`src/rtl/sipo_word_framer.sv`:
```
// sipo_word_framer: hunts a serial stream for a sync pattern, then packs the
// following FRAME_WORDS words MSB-first into a small output FIFO.
module sipo_word_framer #(
  parameter int DATA_WIDTH = 16,
  parameter int SYNC_WIDTH = 8,
  parameter logic [SYNC_WIDTH-1:0] SYNC_PATTERN = 8'hB4,
  parameter int FRAME_WORDS = 4,
  parameter int FIFO_DEPTH = 4
) (
  input  logic                  clk,
  input  logic                  resetn,
  input  logic                  din,
  input  logic                  din_valid,
  output logic [DATA_WIDTH-1:0] dout,
  output logic                  out_valid,
  input  logic                  out_ready,
  output logic                  locked,
  output logic                  overflow
);
  localparam int FW = $clog2(SYNC_WIDTH + 1);
  localparam int BW = $clog2(DATA_WIDTH);
  localparam int WW = $clog2(FRAME_WORDS + 1);
  localparam int AW = $clog2(FIFO_DEPTH);
  localparam logic [FW-1:0] FILL_MAX = FW'(SYNC_WIDTH);
  localparam logic [BW-1:0] BIT_LAST = BW'(DATA_WIDTH - 1);
  localparam logic [WW-1:0] WORD_LAST = WW'(FRAME_WORDS - 1);
  localparam logic [AW:0] FULL = (AW + 1)'(FIFO_DEPTH);
  typedef enum logic {HUNT, LOCKED} state_t;
  state_t state;
  logic [SYNC_WIDTH-1:0] window, win_next;
  logic [FW-1:0] fill, fill_next;
  logic [BW-1:0] bit_cnt;
  logic [WW-1:0] word_cnt;
  logic [DATA_WIDTH-1:0] word, word_next;
  logic [DATA_WIDTH-1:0] mem [FIFO_DEPTH];
  logic [AW-1:0] rd, wr;
  logic [AW:0] count;
  logic sync_hit, push, frame_done, pop, accept;
  always_comb begin
    win_next = {window[SYNC_WIDTH-2:0], din};
    fill_next = fill == FILL_MAX ? fill : fill + 1'b1;
    word_next = {word[DATA_WIDTH-2:0], din};
    sync_hit = din_valid && state == HUNT && fill_next == FILL_MAX && win_next == SYNC_PATTERN;
    push = din_valid && state == LOCKED && bit_cnt == BIT_LAST;
    frame_done = push && word_cnt == WORD_LAST;
    pop = out_valid && out_ready;
    accept = push && (count != FULL || pop);
  end
  always_ff @(posedge clk) begin
    if (!resetn) begin
      state <= HUNT;
      window <= '0;
      fill <= '0;
      bit_cnt <= '0;
      word_cnt <= '0;
      word <= '0;
    end else if (din_valid) begin
      if (state == HUNT) begin
        window <= win_next;
        fill <= fill_next;
        if (sync_hit) begin
          state <= LOCKED;
          bit_cnt <= '0;
          word_cnt <= '0;
        end
      end else begin
        word <= word_next;
        bit_cnt <= push ? '0 : bit_cnt + 1'b1;
        if (push) word_cnt <= frame_done ? '0 : word_cnt + 1'b1;
        if (frame_done) begin
          state <= HUNT;
          window <= '0;
          fill <= '0;
        end
      end
    end
  end
  // A dropped word only raises overflow; framing above never sees backpressure.
  always_ff @(posedge clk) begin
    if (!resetn) begin
      rd <= '0;
      wr <= '0;
      count <= '0;
      overflow <= 1'b0;
    end else begin
      if (accept) wr <= wr + 1'b1;
      if (pop) rd <= rd + 1'b1;
      count <= count + {{AW{1'b0}}, accept} - {{AW{1'b0}}, pop};
      if (push && !accept) overflow <= 1'b1;
    end
  end
  always_ff @(posedge clk)
    if (resetn && accept) mem[wr] <= word_next;
  assign out_valid = count != '0;
  assign dout = out_valid ? mem[rd] : '0;
  assign locked = state == LOCKED;
endmodule

```
`config.mk`:
```
export PLATFORM = sky130hd
export DESIGN_NAME = sipo_word_framer
export DESIGN_NICKNAME = d
export VERILOG_FILES = /design/src/rtl/sipo_word_framer.sv
export SDC_FILE = /design/constraint.sdc
export NUM_CORES = 1
export LEC_CHECK = 0
export BUFFER_PORTS_ARGS = -buffer_cell sky130_fd_sc_hd__buf_2
export CAP_MARGIN = 0
export CORE_AREA = 10 10 119 121
export CTS_BUF_LIST = sky130_fd_sc_hd__clkbuf_16
export CTS_CLUSTER_DIAMETER = 120
export CTS_CLUSTER_SIZE = 40
export DETAILED_ROUTE_END_ITERATION = 12
export DIE_AREA = 0 0 129 131
export HOLD_SLACK_MARGIN = 0.03
export SLEW_MARGIN = 25
export SYNTH_ARGS = -nofsm -noshare
export SYNTH_HDL_FRONTEND = slang
export SYNTH_SLANG_ARGS = --single-unit
```
`constraint.sdc`:
```
create_clock -name clk -period 2.8 [get_ports clk]
set_input_delay 0.56 -clock clk [delete_from_list [all_inputs] [get_ports clk]]
set_output_delay 0.56 -clock clk [all_outputs]
set_load 0.02 [all_outputs]
```
==> impl_results.md <==
- Slew Limit Fails: 0
- First-pass GRT wire length: 13,370 um
- Clock Skew: 0.007036 ns
- Starting Density: 0.3905
- CTS tree: done
- Worst setup margin: 0.3016 ns
- CP Launch Type: register
- Sum Neg Setup Slack: 0 ns
- Max frequency: 400.3 MHz
- Number of synthesized flops with an enable pin: 64
- Worst VDD drop: 280.9 uV
- Fin nets: 382
- Synthesized instance count: 343
- Largest family of logic cells by synthesized area: simple AND/OR/NAND/NOR gates
- RePlAce Congestion: 0.7555
- ANT cells: 0
- Simple-Gate Fraction of Synth Area: 0.1441
- Setup violations, final: 0
- IO Pins: 24
- Ys Warns: 0
- Post-CTS Hold Fix Bufs: 0
- Fill cells: 1,081
- Status: finished clean
- Iter 0 DRT Violations: 136
- Clock transition at the registers of the reported paths: 0.07 ns
- Max_cap viols: 0
- Hold/Removal Path Class: register to register
- Worst slew margin: 0.3977
- Multiplexer area fraction after synthesis: 0.08275
- Rows: 40
- Buffer depth of the longest clock path: 2
- Final Cycle Share: 0.8923
- Yosys cell types: 49
- Wire per inst: 15.81 um
- Via density: 5.127
- Wirelength, routed: 8207 um
- Adder-cell share of the synthesized area: 0.02876
- Total gr overflow: 0
- WP data arrival: 1.94 ns
- Routed via count: 2,661
- Clk root buf: clkbuf_16
- Min cycle time layout: 2.498 ns
- Place WS: 0.4031 ns
- Final Hold Viols: 0
- Synth Area in XOR/XNOR: 0.009495
- DRC Markers: 0
- Core Region: 11,810 um^2
- Async set-reset flop share out of synthesis: 0
- #FFs+latches synth: 108
- P_leak: 0.001971 uW
- Area growth, synth to finish: 11.72%
- Compound-cell area share of the yosys netlist: 0.09414
- Total power per unit cell area: 565.6 nW/um^2
- # port buffers: 23
- Vias in the first global route: 2,576
- Slew @ Worst Pin: 0.9034 ns
- CTS resizes: 0
- Post-route ant nets: 0
- Die height: 131 um
- Die width: 129 um
- Mapped Area: 4612 um^2
- Final Power: 2914 uW
- Post CTS Setup Buffer Count: 0
- Hpwl dp: 5361 um
- Synth Net Count: 358
- Ys flop type: edfxtp_1
- H-Tree Level Count: 3
- Ratio of cells with drive above 1 in the final layout: 0.1935
- # clock sinks: 108
- Crit end category: output port
- Mean Syn Cell Area: 13.45 um^2
- Die area: 16,900 um^2
- Total CTS buffers: 9
- Post-synthesis sequential area ratio: 0.6077
- TritonRoute pass-1 iters: 4
- RSZ-0062 raised after global routing: false
- Required time worst endpoint: 2.24 ns
- Worst Path Max Fanout: 16
- Initial antenna violation count: 1
- Critical path type: register to output port
- Largest net degree at the start of global routing: 49
- Tot GR Track Use: 0.1016
- Worst-skew pair later-pin latency: 0.34 ns
-- worst paths after layout --
kind | to | startpoint | cells after the start | slack, ns
min reg2reg | word_cnt[2] | word_cnt[2] | 2 | 0.49
max reg2reg | count[2] | bit_cnt[0] | 10 | 0.40
min | word_cnt[2] | word_cnt[2] | 2 | 0.49
max | dout[11] | register | 4 | 0.30
-- critical path, stage by stage, from the launching register on --
cell and delay [ns]:
dfxtp_1 0.31, buf_4 0.31, mux4_1 0.65, and2_1 0.18, buf_2 0.15
-- per-layer routing --
layer,vias to the layer above,part of all wire,track usage,wire [um]
li1,1301,-,-,-
met1,1303,0.47,0.1225,3824
met2,45,0.48,0.1669,3903
met3,10,0.049,0.03747,403
met4,2,0.0079,0.03010,65
met5,-,0.0013,0,11
-- kinds of logic (layout without fill, tap and decap cells) --
kind of cell    after synthesis  after routing
simple gates                116            116
buf+inv                      28             57
fa+ha+maj                    10             10
flops                       108            108
mux                          17             17
xor+xnor                      5              5
compound gates               59             59
-- cells in the mapped netlist (2+ instances only) --
| cell | number | share of area |
|---|---|---|
| inv_1 | 7 | 0.0057 |
| o21a_1 | 10 | 0.016 |
| edfxtp_1 | 64 | 0.42 |
| mux4_1 | 3 | 0.017 |
| nand2_1 | 40 | 0.033 |
| a21boi_0 | 22 | 0.036 |
| and3_1 | 7 | 0.0095 |
| a31oi_1 | 2 | 0.0027 |
| ha_1 | 9 | 0.024 |
| nor4b_1 | 2 | 0.0038 |
| clkbuf_1 | 7 | 0.0057 |
| xnor2_1 | 5 | 0.0095 |
| nand4b_1 | 4 | 0.0076 |
| dfxtp_1 | 44 | 0.19 |
| o21ai_0 | 9 | 0.0098 |
| buf_6 | 2 | 0.0049 |
| nor2_1 | 3 | 0.0024 |
| buf_2 | 10 | 0.011 |
| nand3_1 | 9 | 0.0098 |
| a21oi_1 | 7 | 0.0076 |
| nand4_1 | 2 | 0.0027 |
| and2_1 | 31 | 0.042 |
| mux4_2 | 13 | 0.063 |
| nor2b_1 | 4 | 0.0054 |
| nand3b_1 | 2 | 0.0033 |
| or3_1 | 2 | 0.0027 |
-- power by group --
part | leakage [uW] | switching, uW | internal, uW
registers | 0.00109 | 5.36 | 1670
clock network | 0.000141 | 578 | 619
logic | 0.000740 | 27.2 | 17.8
-- sequential cells by signal, indices dropped and copies added (netlist names), 2 cells and up, named ones only --
name,count
bit_cnt,4
fill,4
count,3
rd,2
word,15
wr,2
window,7
mem,64
word_cnt,3
-- cell type report --
cell class / count / area, um^2 / share of cell area
Inverter: 7 / 26.28 / 0.005100
Tap cell: 147 / 183.9 / 0.03570
Multi-Input combinational cell: 207 / 1657 / 0.3215
Sequential cell: 108 / 2803 / 0.5440
Clock inverter: 7 / 60.06 / 0.01166
Timing Repair Buffer: 34 / 197.7 / 0.03837
Clock buffer: 9 / 225.2 / 0.04371
-- cells in the final DEF (no fill, tap or decap), types with 3 or more instances in the layout --
| cell type | count |
|---|---|
| nor2b_1 | 4 |
| buf_2 | 23 |
| a21boi_0 | 22 |
| o21ai_0 | 9 |
| o21a_1 | 10 |
| and2_1 | 31 |
| inv_1 | 8 |
| nand2_1 | 40 |
| buf_4 | 11 |
| ha_1 | 9 |
| mux4_1 | 3 |
| mux4_2 | 13 |
| edfxtp_1 | 64 |
| nand4b_1 | 4 |
| xnor2_1 | 5 |
| and3_1 | 7 |
| clkbuf_16 | 9 |
| dfxtp_1 | 44 |
| a21oi_1 | 7 |
| nor2_1 | 3 |
| nand3_1 | 9 |
-- through the flow --
| stage | utilization | instances | hold slack, ns | cell area (um^2) |
|---|---|---|---|---|
| after floorplan | - | 343 | 0.4543 | 4612 |
| after global placement | 0.4121 | 503 | 0.4621 | 4867 |
| after detailed placement | 0.4121 | 503 | 0.4746 | 4867 |
| after CTS | 0.4362 | 519 | 0.4870 | 5152 |
| after global routing | 0.4362 | 519 | 0.5066 | 5152 |
| final | 0.4362 | 519 | 0.4850 | 5152 |
Power figures use the tool's default switching activity.
